`config.mk`:
```
export PLATFORM = sky130hd
export DESIGN_NAME = dot_product_sequencer_flat
export DESIGN_NICKNAME = d
export VERILOG_FILES = /design/src/rtl/dot_product_sequencer_if.sv /design/src/rtl/dot_product_sequencer.sv /design/src/flat_wrapper.sv
export SDC_FILE = /design/constraint.sdc
export NUM_CORES = 1
export LEC_CHECK = 0
export ABC_AREA = 1
export CORE_MARGIN = 1
export CORE_UTILIZATION = 47
export DETAILED_ROUTE_END_ITERATION = 16
export PLACE_DENSITY = 0.77
export SYNTH_ARGS = -nofsm -noshare
export SYNTH_HDL_FRONTEND = slang
export SYNTH_SLANG_ARGS = --single-unit
```
`constraint.sdc`:
```
create_clock -name clk -period 1.25 [get_ports clk]
set_input_delay 0.25 -clock clk [delete_from_list [all_inputs] [get_ports clk]]
set_output_delay 0.25 -clock clk [all_outputs]
set_load 0.01 [all_outputs]
```
`src/rtl/dot_product_sequencer_if.sv`:
```
// Handshake and bus bundle between the control FSM, the dot-product
// sequencer, the constellation RAM read port and the external MAC unit.
interface dot_product_sequencer_if #(
    parameter int ADDR_WIDTH = 9
);
    logic                  start;
    logic                  abort;
    logic [1:0]            M;
    logic                  rdEn;
    logic [ADDR_WIDTH-1:0] rdAddr;
    logic                  macClr;
    logic                  macEn;
    logic                  macSel;
    logic                  outValid;
    logic                  outReady;
    logic [7:0]            outIdx;
    logic                  busy;
    logic                  done;

    // The sequencer side drives the RAM/MAC controls and the result handshake.
    modport master (
        input  start,
        input  abort,
        input  M,
        input  outReady,
        output rdEn,
        output rdAddr,
        output macClr,
        output macEn,
        output macSel,
        output outValid,
        output outIdx,
        output busy,
        output done
    );

    // The surrounding control logic requests runs and consumes results.
    modport slave (
        output start,
        output abort,
        output M,
        output outReady,
        input  rdEn,
        input  rdAddr,
        input  macClr,
        input  macEn,
        input  macSel,
        input  outValid,
        input  outIdx,
        input  busy,
        input  done
    );
endinterface

```
`src/rtl/dot_product_sequencer.sv`:
```
// Dot-product sequencer: walks the constellation table for the latched
// modulation, reading real (2k) then imag (2k+1) words, steering the MAC,
// handing one result per point downstream and pulsing done at the end.
module dot_product_sequencer #(
    parameter int ADDR_WIDTH = 9
) (
    input logic                    clk,
    input logic                    rst,
    dot_product_sequencer_if.master bus
);

    typedef enum logic [2:0] {
        IDLE,
        RD_RE,
        RD_IM,
        ACC,
        EMIT,
        DONE
    } state_t;

    state_t     state;
    logic [7:0] k;
    logic [1:0] mode;
    logic [7:0] last_k;
    logic [7:0] k_inc;

    // Table word address of point idx: real at even, imag at odd, zero-extended.
    function automatic logic [ADDR_WIDTH-1:0] point_addr(input logic [7:0] idx,
                                                         input logic       imag);
        return ADDR_WIDTH'({idx, imag});
    endfunction

    // Index of the final constellation point for the latched modulation.
    always_comb begin
        case (mode)
            2'b00:   last_k = 8'd3;
            2'b01:   last_k = 8'd15;
            2'b10:   last_k = 8'd63;
            default: last_k = 8'd255;
        endcase
    end

    assign k_inc = k + 8'd1;

    // Sequencer FSM; every output is registered alongside the state it belongs to.
    always_ff @(posedge clk or negedge rst) begin
        if (!rst) begin
            state        <= IDLE;
            k            <= 8'd0;
            mode         <= 2'b00;
            bus.rdEn     <= 1'b0;
            bus.rdAddr   <= '0;
            bus.macClr   <= 1'b0;
            bus.macEn    <= 1'b0;
            bus.macSel   <= 1'b0;
            bus.outValid <= 1'b0;
            bus.outIdx   <= 8'd0;
            bus.busy     <= 1'b0;
            bus.done     <= 1'b0;
        end else begin
            bus.rdEn     <= 1'b0;
            bus.rdAddr   <= '0;
            bus.macClr   <= 1'b0;
            bus.macEn    <= 1'b0;
            bus.macSel   <= 1'b0;
            bus.outValid <= 1'b0;
            bus.outIdx   <= 8'd0;
            bus.done     <= 1'b0;

            if (state != IDLE && bus.abort) begin
                state    <= IDLE;
                k        <= 8'd0;
                bus.busy <= 1'b0;
            end else begin
                case (state)
                    IDLE: begin
                        bus.busy <= 1'b0;
                        if (bus.start) begin
                            mode       <= bus.M;
                            k          <= 8'd0;
                            state      <= RD_RE;
                            bus.busy   <= 1'b1;
                            bus.rdEn   <= 1'b1;
                            bus.rdAddr <= point_addr(8'd0, 1'b0);
                            bus.macClr <= 1'b1;
                        end
                    end
                    RD_RE: begin
                        state      <= RD_IM;
                        bus.rdEn   <= 1'b1;
                        bus.rdAddr <= point_addr(k, 1'b1);
                        bus.macEn  <= 1'b1;
                        bus.macSel <= 1'b0;
                    end
                    RD_IM: begin
                        state      <= ACC;
                        bus.macEn  <= 1'b1;
                        bus.macSel <= 1'b1;
                    end
                    ACC: begin
                        state        <= EMIT;
                        bus.outValid <= 1'b1;
                        bus.outIdx   <= k;
                    end
                    EMIT: begin
                        if (bus.outReady) begin
                            if (k == last_k) begin
                                state    <= DONE;
                                bus.done <= 1'b1;
                            end else begin
                                k          <= k_inc;
                                state      <= RD_RE;
                                bus.rdEn   <= 1'b1;
                                bus.rdAddr <= point_addr(k_inc, 1'b0);
                                bus.macClr <= 1'b1;
                            end
                        end else begin
                            bus.outValid <= 1'b1;
                            bus.outIdx   <= k;
                        end
                    end
                    DONE: begin
                        state    <= IDLE;
                        bus.busy <= 1'b0;
                    end
                    default: begin
                        state    <= IDLE;
                        k        <= 8'd0;
                        bus.busy <= 1'b0;
                    end
                endcase
            end
        end
    end

endmodule

```
`src/flat_wrapper.sv`:
```
// flat-port wrapper written by rule: the top's interface ports become plain ports
module dot_product_sequencer_flat 
#(
    parameter int ADDR_WIDTH = 9
)
  (clk, rst, bus_start, bus_abort, bus_M, bus_outReady, bus_rdEn, bus_rdAddr, bus_macClr, bus_macEn, bus_macSel, bus_outValid, bus_outIdx, bus_busy, bus_done);
  dot_product_sequencer_if #(.ADDR_WIDTH(ADDR_WIDTH)) bus_i ();
  input logic clk;
  input logic rst;
  input wire logic [$bits(bus_i.start)-1:0] bus_start;
  input wire logic [$bits(bus_i.abort)-1:0] bus_abort;
  input wire logic [$bits(bus_i.M)-1:0] bus_M;
  input wire logic [$bits(bus_i.outReady)-1:0] bus_outReady;
  output wire logic [$bits(bus_i.rdEn)-1:0] bus_rdEn;
  output wire logic [$bits(bus_i.rdAddr)-1:0] bus_rdAddr;
  output wire logic [$bits(bus_i.macClr)-1:0] bus_macClr;
  output wire logic [$bits(bus_i.macEn)-1:0] bus_macEn;
  output wire logic [$bits(bus_i.macSel)-1:0] bus_macSel;
  output wire logic [$bits(bus_i.outValid)-1:0] bus_outValid;
  output wire logic [$bits(bus_i.outIdx)-1:0] bus_outIdx;
  output wire logic [$bits(bus_i.busy)-1:0] bus_busy;
  output wire logic [$bits(bus_i.done)-1:0] bus_done;
  assign bus_i.start = bus_start;
  assign bus_i.abort = bus_abort;
  assign bus_i.M = bus_M;
  assign bus_i.outReady = bus_outReady;
  assign bus_rdEn = bus_i.rdEn;
  assign bus_rdAddr = bus_i.rdAddr;
  assign bus_macClr = bus_i.macClr;
  assign bus_macEn = bus_i.macEn;
  assign bus_macSel = bus_i.macSel;
  assign bus_outValid = bus_i.outValid;
  assign bus_outIdx = bus_i.outIdx;
  assign bus_busy = bus_i.busy;
  assign bus_done = bus_i.done;
  dot_product_sequencer #(.ADDR_WIDTH(ADDR_WIDTH)) u_core (.clk(clk), .rst(rst), .bus(bus_i));
endmodule
```
Yosys cells after proc, flatten, opt, wreduce, memory -nomap -nowiden
Index checks and enable logic that the tools add are counted.
{"block": "word_totals", "register_bits": 37, "inputBits": 7, "word_cells": 75, "out_inout_bits": 24}
{"block": "classes", "n_bitwise": 1, "reduce_logical": 10, "mux": 38, "n_eq_ne": 13, "addsub": 1}
{"cell": "8-bit 2-to-1 mux", "count": 6}
{"cell": "8-bit case mux with 3 select lines", "count": 2}
{"cell": "9-bit 2-to-1 mux", "count": 3}
{"cell": "9-bit case mux with 2 select lines", "count": 1}
{"cell": "1-bit 2-to-1 mux", "count": 16}
{"cell": "8-bit case mux with 2 select lines", "count": 1}
{"cell": "3-bit case mux with 5 select lines", "count": 1}
{"cell": "3-bit 2-to-1 mux", "count": 4}
{"cell": "3-bit by 2-bit inequality test with 1-bit output (second input constant)", "count": 3}
{"cell": "8-bit by 1-bit adder with 8-bit output (second input constant)", "count": 1}
{"cell": "8-bit == test", "count": 1}
{"cell": "4-bit OR reduction", "count": 2}
{"cell": "3-bit by 2-bit == test with 1-bit output (second input constant)", "count": 2}
{"cell": "3-bit == test (second input constant)", "count": 2}
{"cell": "1-bit case mux with 2 select lines", "count": 3}
{"cell": "2-bit by 1-bit inequality test with 1-bit output (second input constant)", "count": 2}
{"cell": "4-bit AND reduction", "count": 1}
{"cell": "3-bit by 1-bit == test with 1-bit output (second input constant)", "count": 1}
{"cell": "3-bit logical NOT", "count": 1}
{"cell": "1-bit case mux with 3 select lines", "count": 1}
{"cell": "3-bit AND reduction", "count": 1}
{"cell": "3-bit nonzero test", "count": 1}
{"cell": "2-bit by 1-bit == test with 1-bit output (second input constant)", "count": 1}
{"cell": "2-bit == test (second input constant)", "count": 1}
{"cell": "other kinds (5)", "count": 5}

Depth between registers and ports, before layout
{"block": "logic_depth", "word_depth": 7, "depth_mapped": 10, "ltp_nobuf": 10}

Worst setup path after synthesis
OpenSTA, ideal clock, no wires.
{"block": "synth_timing", "path_kind": "register -> register", "startpoint": "register u_core.state[1]", "endpoint": "register u_core.k[4]", "t_arrival_ns": 1.211, "path_slack_ns": -0.079, "n_path_buf": 1, "path_stages_with_launch": 10, "cell_sequence": "dfrtp_1 > nor2_4 > nand2_4 > nor2_4 > nand2_2 > o21ai_2 > nor2_2 > nand2_4 > buf_12 > o21ai_2"}
{"block": "synth_via", "elab_chain_len": 4, "word_cells_on_any_way": 16, "classes_between": "9 x eq/ne; 2 x mux; 5 x reduce/logical"}
{"item": "start: declaration", "line_no": "dot_product_sequencer.sv:21", "source": "state_t state;"}
{"item": "start signal: assignment", "line_no": "dot_product_sequencer.sv:48", "source": "state <= IDLE;"}
{"item": "start signal: assignment", "line_no": "dot_product_sequencer.sv:71", "source": "state <= IDLE;"}
{"item": "start signal: assignment", "line_no": "dot_product_sequencer.sv:81", "source": "state <= RD_RE;"}
{"item": "3-bit == test (tied with other cells)", "line_no": "dot_product_sequencer.sv:75", "source": "case (state)"}
{"item": "4-bit OR reduction (no source line) or 1-bit logical AND (tied branches)"}
{"item": "8-bit case mux with 3 select lines (tied with other cells)", "line_no": "dot_product_sequencer.sv:75"}
{"item": "8-bit 2-to-1 mux or 4-bit AND reduction (tied branches)"}
{"item": "end signal: assignment", "line_no": "dot_product_sequencer.sv:111", "source": "k <= k_inc;"}
{"item": "end: declaration", "line_no": "dot_product_sequencer.sv:22", "source": "logic [7:0] k;"}
Parallel ways exist; a longest one is shown, timed or not.
A chain may end at the register's enable or synchronous reset.

Worst setup path in the final report
{"block": "layout_timing", "startpoint": "register u_core.k[0]", "endpoint": "register u_core.bus.rdAddr[8]"}
{"block": "layout_via", "elab_chain_len": 5, "word_cells_on_any_way": 6, "classes_between": "1 x add/sub; 1 x eq/ne; 4 x mux"}
{"item": "8-bit by 1-bit adder with 8-bit output or 8-bit == test (tied branches)", "line_no": "dot_product_sequencer.sv:43, dot_product_sequencer.sv:107"}
{"item": "9-bit 2-to-1 mux (*)", "line_no": "dot_product_sequencer.sv:107", "source": "if (k == last_k) begin"}
{"item": "9-bit 2-to-1 mux (*)", "line_no": "dot_product_sequencer.sv:106", "source": "if (bus.outReady) begin"}
{"item": "9-bit case mux with 2 select lines (*)", "line_no": "dot_product_sequencer.sv:75"}
{"item": "9-bit 2-to-1 mux (*)", "line_no": "dot_product_sequencer.sv:70", "source": "if (state != IDLE && bus.abort) begin"}
{"item": "end signal: assignment", "line_no": "dot_product_sequencer.sv:84", "source": "bus.rdAddr <= point_addr(8'd0, 1'b0);"}
{"item": "end signal: assignment", "line_no": "dot_product_sequencer.sv:91", "source": "bus.rdAddr <= point_addr(k, 1'b1);"}
{"item": "end signal: assignment", "line_no": "dot_product_sequencer.sv:114", "source": "bus.rdAddr <= point_addr(k_inc, 1'b0);"}
{"item": "end: declaration", "line_no": "dot_product_sequencer_if.sv:27", "source": "output rdAddr,"}
Mark *: on every way between the ends. The rest lies on a longest branch, timed or not.

==> flow_summary.json <==
{
  "clockRootBuffer": "clkbuf_8",
  "peakVddDrop_v": 0.001219,
  "antenna_left": 0,
  "synth-seq-cells": 37,
  "drc": 0,
  "clock_skew_ns": 0.01316,
  "crit_slowest_cell": "dfrtp_1",
  "setup_viol": 33,
  "cp-end-kind": "flip-flop",
  "critPathLaunch": "u_core.k[0]",
  "grt_pass1_vias": 1796,
  "firstDrtPassIters": 5,
  "finalCritPeriodShare_pct": 135.9,
  "viasPerCell": 6.033,
  "cpMostUsedCell": "nand2_1",
  "io_pins": 31,
  "syn-num-nets": 206,
  "htreeDepth": 2,
  "grtUsageTotal_pct": 30.23,
  "drt-total-wl_mm": 7.287,
  "slew_headroom_pct": 79.64,
  "drv_slew": 0,
  "holdCritPathClass": "in2async",
  "grt_pass1_wl_mm": 8.901,
  "pre_cts_slack_ns": -0.4045,
  "violations": "negative setup slack",
  "seq_area_sq_um": 934.6,
  "fin_ws_ns": -0.4486,
  "power_density_nw_per_um2": 1670,
  "ys_seq_area_share_pct": 52.74,
  "clk_pin_slew_ns": 0.08,
  "syn_area_sq_um": 1755,
  "critPathKind": "reg2reg",
  "worstMarginPinSlew_ns": 0.3036,
  "die_w_microns": 63.12,
  "clkLatencyLatePin_ns": 0.29,
  "drv_cap": 0,
  "cts_sinks": 37,
  "rows": 21,
  "hpwl_mm": 2.782,
  "crit_chain": "buf_4, nand2_1, nor2_4, nand2_1, nand2_1, nand2_2, nand4_1, a21oi_1",
  "grt_setup_unrepaired": "yes",
  "core_area_sq_um": 3468,
  "routedWlPerCell_microns": 21.69,
  "place_congestion": 0.8868,
  "dieArea_sq_um": 3984,
  "fill_cells": 165,
  "required_ns": 1.44,
  "finalPower_mw": 4.947,
  "crit_arrival_ns": 1.89,
  "crit_path_start_kind": "flip-flop",
  "mostFrequentLayoutCell": "buf_4",
  "status": "finished, violations left",
  "area_growth_pct": 68.78,
  "holdWs_ns": 0.3166,
  "r2r_start": "u_core.k[0]",
  "dp_cells": 302,
  "vias": 2027,
  "antenna_found_initial": 0,
  "nNetsFinal": 297,
  "crit_path_max_incr_delay_ns": 0.46,
  "clock_path_buffers": 2,
  "die_y_microns": 63.12,
  "syn_area_per_cell_sq_um": 8.866,
  "mostFrequentLayoutCells": "buf_4, dfrtp_1, nand2_1, dlygate4sd2_1",
  "power_leakage_nw": 1.523,
  "drt_iter0_drc": 417,
  "grt_max_degree": 38,
  "diodes": 0,
  "dpl_cell_area_sq_um": 2330,
  "start_util_pct": 50.61,
  "synthCells": 198,
  "yosysWarnings": 0,
  "cts_buffers": 5,
  "hold_viol": 0,
  "stdcell_count": 336,
  "layout_min_cycle_time_ns": 1.699,
  "hold_buffers": 0,
  "multi_input_area_sq_um": 991.0,
  "cts_tree": "built",
  "clock.fmax_mhz": 588.7,
  "port_buffers": 30,
  "synth_cell_types": 26,
  "final_cell_area_sq_um": 2963,
  "path_max_fanout": 4,
  "grt_overflow": 0,
  "final_layout_size_suffix_gt1_share_pct": 52.07
}
stage by stage:
step / TNS, ns / utilization, %
finish: -8.652 / 85.43
global placement: -7.889 / 67.17
CTS: -3.171 / 77.20
floorplan: -0.6172 / -
global route: -9.774 / 85.43
detailed placement: -8.635 / 67.17
worst max-delay path: cells and delay by family (launching register included):
kind,cells,cell delay [ns]
AND/OR/NAND/NOR,6,0.72
flip-flops,1,0.46
buffers and inverters,1,0.19
AO/OA/AOI/OAI,1,0.23
Yosys cell counts, drive strengths merged:
cell	instances	area share, %
a21oi	10	3.1
buf	2	1.4
clkinv	1	0.21
dfrtp	37	53
ha	1	0.71
inv	27	5.8
mux2	2	1.3
nand2	52	13
nand3	12	3.7
nand3b	1	0.43
nand4	9	3.2
nor2	26	7.7
nor3	1	0.28
o21ai	15	6.0
o31ai	1	0.43
or2	1	0.50
path summary, 6_finish.rpt:
| path | depth (start not counted) | to | slack, ns |
|---|---|---|---|
| max | 8 | u_core.bus.rdAddr[8] | -0.45 |
| min reg2reg | 2 | u_core.k[5] | 0.54 |
| max in group asynchronous | 2 | u_core.k[7] | 0.71 |
| max reg2reg | 8 | u_core.bus.rdAddr[8] | -0.45 |
| min in group clk | 2 | u_core.k[5] | 0.54 |
| min | 2 | u_core.mode[1] | 0.32 |
what timing repair did:
action / CTS / global route
gates resized for setup: 71 / 53
buffers inserted: 10 / 14
pin swaps: 12 / 18
endpoints found under the setup margin: 58 / 35
gates cloned: 2 / 0
where the power goes:
| part | leakage [nW] | total (mW) | switching [mW] | internal [mW] |
|---|---|---|---|---|
| sequential | 0.494 | 1.50 | 0.146 | 1.36 |
| clock | 0.0585 | 1.09 | 0.439 | 0.651 |
| combinational | 0.970 | 2.35 | 1.38 | 0.974 |
| total | 1.52 | 4.95 | 1.96 | 2.98 |
cell families after synthesis:
group | Yosys count | share of synthesized area [%]
fa+ha+maj | 1 | 0.7126
buf+inv | 30 | 7.412
simple gates | 102 | 28.37
flops | 37 | 52.74
compound gates | 26 | 9.480
mux | 2 | 1.283
layout make-up:
class,instances,share of cell area (%)
Clock buffer,7,2.914
Clock inverter,1,1.014
Inverter,28,4.054
Multi-Input combinational cell,133,33.45
Sequential cell,37,31.55
Tap cell,46,1.943
Timing Repair Buffer,84,25.08
registers in the layout, indices dropped and copies added, names as in the netlist:
name,flops
u_core.bus.macEn,1
u_core.mode,2
u_core.bus.rdEn,1
u_core.bus.macSel,1
u_core.k,8
u_core.bus.done,1
u_core.bus.busy,1
u_core.bus.rdAddr,9
u_core.bus.outIdx,8
u_core.bus.macClr,1
u_core.state,3
u_core.bus.outValid,1
layer usage:
metal,wire length [microns],up-vias,track usage (%)
li1,-,823,-
met1,2541,945,34.68
met2,3458,197,49.87
met3,701,62,7.971
met4,585,0,18.90
met5,0,-,0
Power figures use the tool's default switching activity.
